## src/rtl/instr_fetch.sv

```systemverilog
// Instruction fetch: one-word buffer between instruction memory and decode.
// Presents halfword-addressed instructions and refetches only on a word change.
module instr_fetch #(
    parameter int                WIDTH    = 32,
    parameter int                PC_W     = 16,
    parameter logic [PC_W-1:0]   RESET_PC = '0
) (
    input  logic             clk,
    input  logic             rst_n,
    output logic             mem_rd,
    output logic [PC_W-2:0]  mem_addr,
    input  logic [WIDTH-1:0] mem_rdata,
    input  logic             mem_valid,
    output logic             en,
    output logic [WIDTH-1:0] long_instr,
    output logic             instr_choose,
    output logic [PC_W-1:0]  pc,
    input  logic             done,
    input  logic             jump_en,
    input  logic [PC_W-1:0]  jump_addr
);

    typedef enum logic [1:0] {IDLE, FETCH, ISSUE, WAIT} state_t;

    state_t           state_q, state_d;
    logic             arm_q, arm_d;
    logic [PC_W-1:0]  pc_q, pc_d, next_pc;
    logic [PC_W-2:0]  tag_q, tag_d;
    logic [WIDTH-1:0] buf_q, buf_d;
    logic [WIDTH-1:0] long_q, long_d;
    logic             buf_valid_q, buf_valid_d;
    logic             en_q, en_d;
    logic             mem_rd_q, mem_rd_d;
    logic             choose_q, choose_d;

    assign next_pc = jump_en ? jump_addr : pc_q + PC_W'(1);

    always_comb begin
        state_d     = state_q;
        arm_d       = arm_q;
        pc_d        = pc_q;
        tag_d       = tag_q;
        buf_d       = buf_q;
        long_d      = long_q;
        buf_valid_d = buf_valid_q;
        choose_d    = choose_q;
        en_d        = 1'b0;
        mem_rd_d    = 1'b0;
        unique case (state_q)
            IDLE: begin
                // arm_q makes IDLE span one full clock after reset release
                if (arm_q) begin
                    state_d  = FETCH;
                    mem_rd_d = 1'b1;
                end else begin
                    arm_d = 1'b1;
                end
            end
            FETCH: begin
                if (mem_valid) begin
                    buf_d       = mem_rdata;
                    tag_d       = pc_q[PC_W-1:1];
                    buf_valid_d = 1'b1;
                    long_d      = mem_rdata;
                    choose_d    = pc_q[0];
                    en_d        = 1'b1;
                    state_d     = ISSUE;
                end else begin
                    mem_rd_d = 1'b1;
                end
            end
            ISSUE, WAIT: begin
                if (done) begin
                    pc_d     = next_pc;
                    choose_d = next_pc[0];
                    if (buf_valid_q && next_pc[PC_W-1:1] == tag_q) begin
                        long_d  = buf_q;
                        en_d    = 1'b1;
                        state_d = ISSUE;
                    end else begin
                        mem_rd_d = 1'b1;
                        state_d  = FETCH;
                    end
                end else begin
                    state_d = WAIT;
                end
            end
        endcase
    end

    always_ff @(posedge clk or negedge rst_n) begin
        if (!rst_n) begin
            state_q     <= IDLE;
            arm_q       <= 1'b0;
            pc_q        <= RESET_PC;
            tag_q       <= '0;
            buf_q       <= '0;
            long_q      <= '0;
            buf_valid_q <= 1'b0;
            choose_q    <= RESET_PC[0];
            en_q        <= 1'b0;
            mem_rd_q    <= 1'b0;
        end else begin
            state_q     <= state_d;
            arm_q       <= arm_d;
            pc_q        <= pc_d;
            tag_q       <= tag_d;
            buf_q       <= buf_d;
            long_q      <= long_d;
            buf_valid_q <= buf_valid_d;
            choose_q    <= choose_d;
            en_q        <= en_d;
            mem_rd_q    <= mem_rd_d;
        end
    end

    assign mem_rd       = mem_rd_q;
    assign mem_addr     = pc_q[PC_W-1:1];
    assign en           = en_q;
    assign long_instr   = long_q;
    assign instr_choose = choose_q;
    assign pc           = pc_q;

endmodule

```

## config.mk

```make
export PLATFORM = sky130hd
export DESIGN_NAME = instr_fetch
export DESIGN_NICKNAME = d
export VERILOG_FILES = /design/src/rtl/instr_fetch.sv
export SDC_FILE = /design/constraint.sdc
export NUM_CORES = 1
export LEC_CHECK = 0
export BUFFER_PORTS_ARGS = -buffer_cell sky130_fd_sc_hd__buf_2
export CAP_MARGIN = 20
export CORE_MARGIN = 2
export CORE_UTILIZATION = 35
export DETAILED_ROUTE_END_ITERATION = 16
export PLACE_DENSITY = 0.57
export SYNTH_ARGS = -nofsm -noshare
export SYNTH_HDL_FRONTEND = slang
export SYNTH_SLANG_ARGS = --single-unit
```

## constraint.sdc

```tcl
create_clock -name clk -period 3.3 [get_ports clk]
set_input_delay 0.165 -clock clk [delete_from_list [all_inputs] [get_ports clk]]
set_output_delay 0.165 -clock clk [all_outputs]
set_load 0.005 [all_outputs]
```

==> run_results.csv, run 1 <==
group,metric,value,unit
hold_path,worstHoldStart,"mem_rdata[19]",
timing,final.setup.tns,0,ns
worst_setup_path,cp_max_fo,16,
clocking,cts_tree,"done",
timing,tightest_slew,0.7063,ns
logic_synthesis,syn-num-nets,509,
worst_setup_path,critPathLaunchType,"register",
floorplan,core,15310,sq um
worst_setup_path,slowest_delay,0.54,ns
logic_synthesis,synth_area,5522,sq um
floorplan,die-area,16800,sq um
placement,place_inst,751,
layout,fin_nets,609,
floorplan,die_h,129.6,microns
detailed_routing,first_pass_iters,4,
timing,rsz0062_at_grt,"no",
clocking,numCtsBuffers,9,
power_and_ir_drop,p_int,4.225,mW
layout,final_cell_count_no_fill,771,
clocking,insertion_delay,0.35,ns
detailed_routing,ant_nets,0,
detailed_routing,vias_per_cell,5.161,
power_and_ir_drop,power_density,960.0,nW/um^2
worst_setup_path,timing.rr.start,"pc[5]$_DFFE_PN0P_",
floorplan,dieWidth,129.6,microns
global_routing,grt_pass1_vias,4099,
clocking,clockRootBuffer,"clkbuf_16",
timing,clock_skew,0.005358,ns
layout,syn2layout_area_growth,20.67,%
timing,hold_viol,0,
global_routing,gr-usage-all-layers,16.54,%
global_routing,grt_overflow,0,
layout,final_cell_area,6663,sq um
logic_synthesis,ys_seq_area_share,46.23,%
timing,setup_viol,0,
timing,relSlewSlack,52.91,%
logic_synthesis,synthCells,455,
layout,n_fill_cell,1481,
power_and_ir_drop,p_leak,2.881,nW
power_and_ir_drop,ir_drop,0.0003967,V
placement,postPlaceCellArea,6225,sq um
floorplan,io_pins,119,
detailed_routing,drc,0,
global_routing,grt_max_degree,83,
placement,dpl.hpwl,9346,microns
clocking,htree_levels,3,
worst_setup_path,timing.rr.end,"long_instr[11]$_DFFE_PN0P_",
run_status,status,"finished clean",
power_and_ir_drop,switching_share,33.95,%
timing,fmax,321.4,MHz
clocking,clkSinkCount,102,
clocking,clk_path_buf_depth,2,
placement,io_buffer_count,118,
detailed_routing,drt-initial-drc-count,238,
layout,drive_gt1_share,50.00,%
worst_setup_path,worstPathRequired,3.54,ns
detailed_routing,vias,3979,
worst_setup_path,reg2reg_setup_slack,0.19,ns
logic_synthesis,yosys_warnings,0,
placement,gp_congestion,0.8304,
worst_setup_path,crit_path_frequent_cell,"buf_4",
worst_setup_path,cpMaxStageDelayCell,"dfrtp_1",
hold_path,hp-class,"primary input to register",
worst_setup_path,cp_cell_sequence,"buf_4, nor2_1, a22oi_1, a21oi_1, nor4_1, nand4_1, o41ai_4, buf_4, buf_6, mux2_4",
power_and_ir_drop,seq_power_share,36.4,%
logic_synthesis,syn_area_per_cell,12.14,sq um
clocking,cts.clk_slew.worst_paths,0.07,ns
global_routing,antenna_found_initial,0,
timing,min_period_over_period,94.28,%
global_routing,grt_pass1_wl,21500,microns
power_and_ir_drop,p_switching,2.172,mW
layout,diodes,0,
flow_run,maxCapViolCount,0,
timing,hold_slack,0.05444,ns
floorplan,rows,45,
floorplan,start_util,36.05,%
worst_setup_path,crit_type,"register to register",
logic_synthesis,ys_ff_latch,102,
detailed_routing,post_drt_wl_per_cell,17.77,microns
power_and_ir_drop,power_frac_clock,20.4,%
hold_path,hold_depth,2,
detailed_routing,wirelength,13700,microns
timing,slew_viol_final,0,
worst_setup_path,crit_path_end_kind,"register",
logic_synthesis,yosysUniqueCellTypes,48,
worst_setup_path,r2r_cells,10,
timing,period_minus_slack,3.111,ns
power_and_ir_drop,power_frac_comb,43.2,%
hold_path,hold_end,"buf_q[19]$_DFFE_PN0P_",
worst_setup_path,critPathArrivalTime,3.35,ns
power_and_ir_drop,power.total,6.396,mW
## Yosys cell counts, drive strengths merged
master	number	area [sq um]
a2111oi	1	15.01
a211oi	1	12.51
a21oi	18	90.09
a221o	1	10.01
a221oi	2	17.52
a22oi	17	127.6
a311oi	1	15.01
a31o	1	8.760
a31oi	1	6.260
a32o	1	10.01
a41oi	1	8.760
and2	3	20.02
and3	6	42.54
and4	3	26.28
and4bb	1	12.51
buf	36	247.7
clkbuf	14	52.55
dfrtp	102	2552
ha	1	12.51
inv	5	18.77
mux2	112	1370
mux2i	8	80.08
nand2	8	30.03
nand2b	1	6.260
nand3	11	55.05
nand4	7	43.79
nor2	10	37.54
nor2b	4	25.02
nor3	11	55.05
nor3b	4	30.03
nor4	5	31.28
nor4bb	2	20.02
o2111ai	1	8.760
o211ai	2	15.01
o21ai	20	100.1
o21bai	1	7.510
o221ai	2	17.52
o311a	1	10.01
o31ai	1	7.510
o41ai	1	27.53
xnor2	13	113.9
xor2	14	122.6
## metrics by stage
stage | setup WS (ns) | utilization [%]
floorplan | 0.3837 | -
global placement | 0.2531 | 40.65
detailed placement | 0.1574 | 40.65
CTS | 0.1445 | 43.01
global route | 0.03638 | 43.50
finish | 0.1889 | 43.50
## what timing repair did
item                                   in CTS  in global routing
gates resized for setup                     0                  7
setup buffers                               0                  1
setup endpoints to repair                   0                 32
hold buffers                                0                  1
endpoints found under the hold margin       0                 15
## worst max-delay path, delay by kind of cell (launching register included)
kind            cells  cell delay (ns)
compound gates      3             0.82
buf+inv             3             0.67
flops               1             0.54
mux                 1             0.32
simple gates        3             0.62
## layout by cell type (no fill, tap or decap), types with 5 or more instances in the layout
cell type    n
buf_2      117
dfrtp_1     98
mux2_2      83
mux2_4      29
o21ai_0     20
a21oi_1     18
buf_4       18
a22oi_1     17
xnor2_1     13
xor2_1      13
nor3_1      11
nor2_1      10
nand3_1     10
clkbuf_16   10
nand2_1      8
mux2i_1      8
nand4_1      7
and3_1       5
nor4_1       5
inv_1        5
## power groups by stage
stage / Sequential [mW] / Clock [mW] / Combinational [mW]
2_1_floorplan: 2.23 / 0 / 2.04
3_3_place_gp: 2.30 / 0 / 2.69
3_5_place_dp: 2.33 / 0 / 2.76
4_1_cts: 2.32 / 1.33 / 2.77
5_1_grt: 2.42 / 1.38 / 3.05
6_report: 2.33 / 1.30 / 2.76
## cells by family after synthesis
family	share of synthesized area, %
buffers and inverters	5.778
multiplexers	26.26
XOR/XNOR	4.283
AO/OA/AOI/OAI	9.336
adder cells (fa/ha/maj)	0.2266
AND/OR/NAND/NOR	7.886
flip-flops	46.23
## routing by layer
layer	track usage (%)	share of wire, %	vias up
li1	-	-	1850
met2	26.33	47	132
met3	5.037	7.2	22
met1	21.40	44	1975
met5	0	0	-
met4	5.819	1.8	0
## flip-flops by register name, indices dropped and copies added (netlist names), 2 cells and up
signal,cells
buf_q,32
long_instr,32
pc,16
state_q,2
tag_q,15
## worst max path at each step
| stage | start | end | cells past startpoint |
|---|---|---|---|
| 2_1_floorplan | pc[0]$_DFFE_PN0P_ | long_instr[10]$_DFFE_PN0P_ | 10 |
| 3_3_place_gp | pc[13]$_DFFE_PN0P_ | long_instr[31]$_DFFE_PN0P_ | 8 |
| 3_5_place_dp | pc[0]$_DFFE_PN0P_ | long_instr[1]$_DFFE_PN0P_ | 9 |
| 4_1_cts | pc[0]$_DFFE_PN0P_ | long_instr[0]$_DFFE_PN0P_ | 9 |
| 5_1_grt | pc[5]$_DFFE_PN0P_ | long_instr[11]$_DFFE_PN0P_ | 10 |
| 6_report | pc[5]$_DFFE_PN0P_ | long_instr[11]$_DFFE_PN0P_ | 10 |
## final cells by class
type | count | area, sq um | share of cell area (%)
Timing Repair Buffer | 139 | 794.5 | 11.92
Sequential cell | 102 | 2557 | 38.38
Inverter | 5 | 18.77 | 0.2817
Clock inverter | 6 | 133.9 | 2.009
Tap cell | 211 | 264.0 | 3.962
Clock buffer | 10 | 229.0 | 3.437
Multi-Input combinational cell | 298 | 2665 | 40.00
Power figures use the tool's default switching activity.
==> run 2, diff against run 1 <==
--- a/config.mk
+++ b/config.mk
@@ -5,6 +5,7 @@
 export SDC_FILE = /design/constraint.sdc
 export NUM_CORES = 1
 export LEC_CHECK = 0
+export ABC_AREA = 1
 export BUFFER_PORTS_ARGS = -buffer_cell sky130_fd_sc_hd__buf_2
 export CAP_MARGIN = 20
 export CORE_MARGIN = 2
==> run 2 against run 1 <==
Non-clock buffer count decreased by 12. Global-route usage increased by 0.62 points. Flip-flop and latch count unchanged. Clock power decreased by 8%. Setup slack improved by 0.45 ns. First-iteration DRC count increased by 11%. Routed wire length increased by 2.4%. Cell count increased by 32%. Hold slack improved by 0.017 ns. Via count increased by 19%. Die area increased by 0.49%. Critical path depth increased by 4. Critical path type unchanged. Largest cell class is now sequential cells.
==> run_results.csv, run 2 <==
group,metric,value,unit
run_status,status,"finished clean",
worst_setup_path,critPathLaunchType,"register",
placement,dpl.hpwl,9544,microns
clocking,clockRootBuffer,"clkbuf_16",
logic_synthesis,yosys-top-cells-area,"dfrtp_1 46%, nand2_1 14%, o21ai_0 9.2%",
worst_setup_path,slowest_delay,0.44,ns
layout,syn2layout_area_growth,16.93,%
power_and_ir_drop,p_leak,3.425,nW
timing,fmax,375.7,MHz
logic_synthesis,synth_area,5549,sq um
logic_synthesis,yosys_warnings,0,
timing,tightest_slew,0.7193,ns
global_routing,antenna_found_initial,2,
detailed_routing,post_drt_wl_per_cell,13.78,microns
floorplan,rows,46,
worst_setup_path,reg2reg_setup_slack,0.64,ns
floorplan,core,15710,sq um
worst_setup_path,crit_buf_inv,0,
worst_setup_path,crit_family,"simple AND/OR/NAND/NOR gates",
worst_setup_path,worstPathRequired,3.54,ns
logic_synthesis,synth_flop_cell,"dfrtp_1",
clocking,clkSinkCount,102,
worst_setup_path,r2r_cells,14,
timing,relSlewSlack,52.05,%
layout,diodes,0,
clocking,insertion_delay,0.35,ns
hold_path,hp-class,"primary input to register",
placement,gp_congestion,0.8287,
clocking,clk_path_buf_depth,2,
detailed_routing,vias_per_cell,4.656,
worst_setup_path,critPathArrivalTime,2.91,ns
floorplan,io_pins,119,
layout,layout_commonest_cell,"nand2_1",
floorplan,die_h,129.9,microns
global_routing,grt_max_degree,55,
layout,n_fill_cell,1653,
timing,hold_viol,0,
power_and_ir_drop,ir_drop,0.0004175,V
detailed_routing,drt-initial-drc-count,264,
global_routing,gr-usage-all-layers,17.16,%
timing,hold_slack,0.07140,ns
global_routing,grt_overflow,0,
clocking,htree_levels,3,
timing,setup_viol,0,
timing,clock_skew,0.009355,ns
global_routing,met3_usage,3.321,%
clocking,cts.clk_slew.worst_paths,0.07,ns
detailed_routing,ant_nets,0,
layout,fin_nets,852,
logic_synthesis,synthCells,712,
worst_setup_path,cp_cell_sequence,"ha_1, nand2_1, nor2_2, nand3_1, nand2_1, nand3_1, nand3b_1, nand2_1, nor2_1, nand3_2, nor2_2, nand2_4, nand3_1, nand2_1",
detailed_routing,vias,4740,
worst_setup_path,cp_max_fo,34,
worst_setup_path,crit_end,"long_instr[31]$_DFFE_PN0P_",
worst_setup_path,crit_path_end_kind,"register",
timing,slew_viol_final,0,
logic_synthesis,synth.cells.most_frequent,"212 x nand2_1, 102 x dfrtp_1, 102 x o21ai_0",
timing,final.setup.tns,0,ns
floorplan,start_util,35.32,%
worst_setup_path,crit_type,"register to register",
logic_synthesis,async_flop_share,100.0,%
power_and_ir_drop,power_density,884.7,nW/um^2
detailed_routing,wirelength,14030,microns
clocking,cts_tree,"done",
worst_setup_path,crit_path_frequent_cell,"nand2_1",
layout,final_cell_mix,"211 x nand2_1, 117 x buf_2, 102 x o21ai_0",
worst_setup_path,crit_start,"pc[0]$_DFFE_PN0P_",
placement,io_buffer_count,118,
global_routing,met2_usage,27.10,%
clocking,post_cts_resized,0,
floorplan,die-area,16880,sq um
worst_setup_path,timing.rr.start,"pc[0]$_DFFE_PN0P_",
global_routing,top_usage_layer,"met2",
logic_synthesis,syn_area_per_cell,7.794,sq um
detailed_routing,first_pass_iters,5,
timing,period_minus_slack,2.662,ns
layout,drive_gt1_share,25.31,%
floorplan,dieWidth,129.9,microns
logic_synthesis,syn-num-nets,766,
timing,rsz0062_at_grt,"no",
flow_run,maxCapViolCount,0,
logic_synthesis,ys_ff_latch,102,
logic_synthesis,yosysUniqueCellTypes,30,
worst_setup_path,crit_cells,14,
worst_setup_path,cpMaxStageDelayCell,"dfrtp_1",
global_routing,grt_pass1_vias,4363,
global_routing,grt.met1_usage,23.42,%
worst_setup_path,timing.rr.end,"long_instr[31]$_DFFE_PN0P_",
logic_synthesis,synth_edf_count,0,
logic_synthesis,yosysTopAreaCell,"dfrtp_1",
clocking,numCtsBuffers,9,
detailed_routing,drc,0,
timing,min_period_over_period,80.66,%
logic_synthesis,ys_seq_area_share,46.00,%
logic_synthesis,yosysMostFrequentCell,"nand2_1",
global_routing,grt_pass1_wl,22520,microns
logic_synthesis,synth_top_area_share,46.00,%
## run 2: per-layer routing
layer	part of all wire (%)	up-vias
li1	-	2445
met1	48	2193
met2	46	81
met3	3.8	17
met4	1.9	4
met5	0.24	-
## run 2: cells by family (layout without fill, tap and decap cells)
logic type	count (synthesis)	count (layout)	share of synthesized area, %
buffers and inverters	128	218	11.14
flip-flops	102	102	46.00
AND/OR/NAND/NOR	373	373	32.54
adder cells (fa/ha/maj)	1	1	0.2254
AO/OA/AOI/OAI	108	108	10.10
## run 2: worst register-to-register path: stages (launching register included)
cell and delay [ns]:
dfrtp_1 0.44, ha_1 0.25, nand2_1 0.10, nor2_2 0.20
nand3_1 0.15, nand2_1 0.08, nand3_1 0.10, nand3b_1 0.13
nand2_1 0.06, nor2_1 0.12, nand3_2 0.14, nor2_2 0.17
nand2_4 0.34, nand3_1 0.19, nand2_1 0.07
## run 2: timing repair
item / 4_1_cts / 5_1_grt
hold buffers: 1 / 0
setup endpoints to repair: 0 / 0
buffers inserted: 0 / 0
endpoints found under the hold margin: 52 / 0
## run 2: worst min-delay path by stage
stage	start	end	slack, ns	cells past startpoint
global placement	rst_n	buf_q[7]$_DFFE_PN0P_	0.28	1
floorplan	rst_n	arm_q$_DFFE_PN0N_	-0.13	0
CTS	mem_rdata[24]	buf_q[24]$_DFFE_PN0P_	0.06	3
detailed placement	rst_n	buf_q[7]$_DFFE_PN0P_	0.27	1
finish	mem_rdata[19]	buf_q[19]$_DFFE_PN0P_	0.07	3
global route	mem_rdata[25]	buf_q[25]$_DFFE_PN0P_	0.07	3
## run 2: power breakdown
part / switching, mW / internal, mW / leakage [nW]
clock: 0.489 / 0.707 / 0.162
combinational: 1.35 / 0.897 / 1.99
sequential: 0.493 / 1.81 / 1.27
## run 2: stage by stage
stage	setup slack [ns]	std cells	area, sq um	util (%)	total power, mW
3_5_place_dp	0.6196	1002	6148	39.13	4.592
5_1_grt	0.3411	1018	6489	41.30	6.271
4_1_cts	0.5924	1018	6489	41.30	5.811
2_1_floorplan	1.210	712	5549	-	3.880
6_report	0.6381	1018	6489	41.30	5.740
3_3_place_gp	0.7200	1002	6148	39.13	4.559
## run 2: layout make-up
type | instances | area (sq um) | area share, %
clock buffer | 11 | 252.7 | 3.895
clock inverter | 4 | 77.57 | 1.196
inverter | 76 | 285.3 | 4.396
multi-input combinational | 482 | 2386 | 36.77
sequential | 102 | 2554 | 39.36
tap | 216 | 270.3 | 4.165
timing repair buffer | 127 | 663.1 | 10.22
==> run 3, diff against run 2 <==
==> constraint.sdc (replaced) <==
create_clock -name clk -period 2.7 [get_ports clk]
set_input_delay 0.135 -clock clk [delete_from_list [all_inputs] [get_ports clk]]
set_output_delay 0.135 -clock clk [all_outputs]
set_load 0.005 [all_outputs]
==> run 3 against run 2 <==
Flip-flop and latch count unchanged. Sequential power up 21%. Critical path type unchanged. Clock skew up 0.0014 ns. Via count up 0.51%. Cell count up 0.69%. Routed wire length up 1.9%. Highest routed layer unchanged. Clock power up 13%.
==> run_results.csv, run 3 (synthesized netlist as in run 2, its figures left out) <==
group,metric,value,unit
global_routing,antenna_found_initial,2,
worst_setup_path,critPathLaunchType,"register",
floorplan,rows,46,
power_and_ir_drop,power_frac_clock,19.4,%
hold_path,hold_end,"buf_q[1]$_DFFE_PN0P_",
detailed_routing,first_pass_iters,4,
detailed_routing,post_drt_wl_per_cell,13.94,microns
clocking,insertion_delay,0.36,ns
hold_path,worstHoldStart,"mem_rdata[1]",
timing,slew_viol_final,0,
floorplan,io_pins,119,
global_routing,grt_pass1_wl,22440,microns
detailed_routing,drt-initial-drc-count,278,
worst_setup_path,reg2reg_setup_slack,0.21,ns
timing,setup_viol,0,
placement,io_buffer_count,118,
worst_setup_path,critPathArrivalTime,2.74,ns
layout,n_fill_cell,1637,
hold_path,hold_depth,3,
power_and_ir_drop,power.total,7.008,mW
power_and_ir_drop,ir_drop,0.0004070,V
power_and_ir_drop,switching_share,41.36,%
layout,diodes,0,
power_and_ir_drop,p_int,4.109,mW
global_routing,grt_max_degree,130,
clocking,numCtsBuffers,9,
power_and_ir_drop,p_leak,3.438,nW
timing,fmax,401.4,MHz
layout,syn2layout_area_growth,18.60,%
placement,postPlaceCellArea,6208,sq um
global_routing,grt_pass1_vias,4386,
timing,tightest_slew,0.7347,ns
worst_setup_path,crit_path_end_kind,"register",
worst_setup_path,timing.rr.end,"long_instr[30]$_DFFE_PN0P_",
worst_setup_path,crit_type,"register to register",
timing,rsz0062_at_grt,"no",
clocking,cts_tree,"done",
global_routing,grt_overflow,0,
clocking,cts.clk_slew.worst_paths,0.08,ns
floorplan,core,15710,sq um
floorplan,start_util,35.32,%
detailed_routing,ant_nets,0,
detailed_routing,wirelength,14290,microns
clocking,clkSinkCount,102,
power_and_ir_drop,power_frac_comb,40.8,%
timing,clock_skew,0.01079,ns
clocking,clockRootBuffer,"clkbuf_16",
layout,drive_gt1_share,25.71,%
detailed_routing,vias_per_cell,4.648,
timing,hold_viol,0,
run_status,status,"finished clean",
worst_setup_path,cpMaxStageDelayCell,"dfrtp_1",
worst_setup_path,timing.rr.start,"pc[1]$_DFFE_PN0P_",
worst_setup_path,slowest_delay,0.40,ns
layout,layout_commonest_cell,"nand2_1",
worst_setup_path,cp_cell_sequence,"ha_1, nand2_1, nor2_4, nand2_1, nand2_1, nand3_1, nand3b_1, nand2_1, inv_2, nand2_1, nor2_2, nand3_2, nor2_4, buf_4, nand2_8, nand3_2, nand2_1",
placement,place_inst,1005,
detailed_routing,vias,4764,
power_and_ir_drop,p_switching,2.899,mW
timing,final.setup.tns,0,ns
worst_setup_path,r2r_cells,17,
layout,final_cell_area,6581,sq um
worst_setup_path,crit_path_frequent_cell,"nand2_1",
layout,final_cell_count_no_fill,1025,
power_and_ir_drop,seq_power_share,39.8,%
worst_setup_path,crit_start,"pc[1]$_DFFE_PN0P_",
floorplan,die-area,16880,sq um
worst_setup_path,worstPathRequired,2.94,ns
layout,fin_nets,858,
flow_run,maxCapViolCount,0,
worst_setup_path,cp_max_fo,17,
detailed_routing,drc,0,
clocking,htree_levels,3,
timing,min_period_over_period,92.27,%
global_routing,gr-usage-all-layers,17.13,%
floorplan,dieWidth,129.9,microns
hold_path,hp-class,"primary input to register",
timing,period_minus_slack,2.491,ns
layout,final_cell_mix,"211 x nand2_1, 117 x buf_2, 102 x o21ai_0",
power_and_ir_drop,power_density,1065,nW/um^2
floorplan,die_h,129.9,microns
placement,gp_congestion,0.8038,
clocking,clk_path_buf_depth,2,
placement,dpl.hpwl,9593,microns
timing,relSlewSlack,50.97,%
run 3: cell count changes in the layout (fill, tap and decap cells not counted):
cell / before / now
buf_12: 0 / 4
buf_4: 9 / 10
bufinv_16: 2 / 1
clkbuf_1: 0 / 2
clkbuf_8: 2 / 0
clkinv_4: 1 / 0
clkinvlp_4: 0 / 1
inv_6: 1 / 3
nand2_4: 2 / 1
nand2_8: 0 / 2
nor2_2: 8 / 6
nor2_4: 2 / 4
run 3: power groups by stage:
| stage | Sequential, mW | Clock, mW | Combinational, mW |
|---|---|---|---|
| floorplan | 2.71 | 0 | 2.03 |
| global placement | 2.81 | 0 | 2.84 |
| detailed placement | 2.81 | 0 | 2.89 |
| CTS | 2.79 | 1.38 | 2.90 |
| global route | 2.89 | 1.44 | 3.32 |
| finish | 2.79 | 1.36 | 2.86 |
run 3: critical path: cells and delay by family (launching register included):
kind,cells,cell delay [ns]
and+or+nand+nor,14,1.53
DFF,1,0.40
adders and majority gates,1,0.24
buffers and inverters,2,0.21
run 3: how the worst max path moves through the flow:
| stage | to | slack [ns] | depth (start not counted) |
|---|---|---|---|
| final | long_instr[30]$_DFFE_PN0P_ | 0.21 | 17 |
| after CTS | long_instr[31]$_DFFE_PN0P_ | 0.06 | 16 |
| after detailed placement | long_instr[0]$_DFFE_PN0P_ | 0.07 | 16 |
| after floorplan | long_instr[3]$_DFFE_PN0P_ | 0.61 | 15 |
| after global placement | long_instr[0]$_DFFE_PN0P_ | 0.11 | 16 |
| after global routing | long_instr[7]$_DFFE_PN0P_ | 0.04 | 17 |
run 3: final cells by class:
cell class / count / area [sq um] / share of cell area [%]
clock buffers: 11 / 232.7 / 3.536
clock inverters: 5 / 63.81 / 0.9696
inverters: 76 / 285.3 / 4.335
multi-input cells: 483 / 2425 / 36.84
flip-flops and latches: 102 / 2554 / 38.80
well taps: 216 / 270.3 / 4.106
repair buffers: 132 / 750.7 / 11.41
run 3: layer usage:
metal,track usage (%),wire (microns)
met2,26.55,6532
met5,0,22
met1,23.50,6805
met4,7.337,331
met3,3.280,601
run 3: what timing repair did:
| action | in CTS | in global routing |
|---|---|---|
| hold endpoints to repair | 37 | 0 |
| hold buffers | 1 | 0 |
| setup buffers | 0 | 2 |
| setup endpoints to repair | 0 | 34 |
| gates resized for setup | 0 | 4 |
run 3: stage by stage:
| step | setup slack [ns] | utilization (%) | hold slack [ns] |
|---|---|---|---|
| CTS | 0.05649 | 41.46 | 0.03411 |
| global route | 0.04260 | 41.89 | 0.05065 |
| detailed placement | 0.07005 | 39.51 | 0.1716 |
| finish | 0.2086 | 41.89 | 0.04281 |
| global placement | 0.1082 | 39.51 | 0.1718 |
| floorplan | 0.6102 | - | -0.1606 |
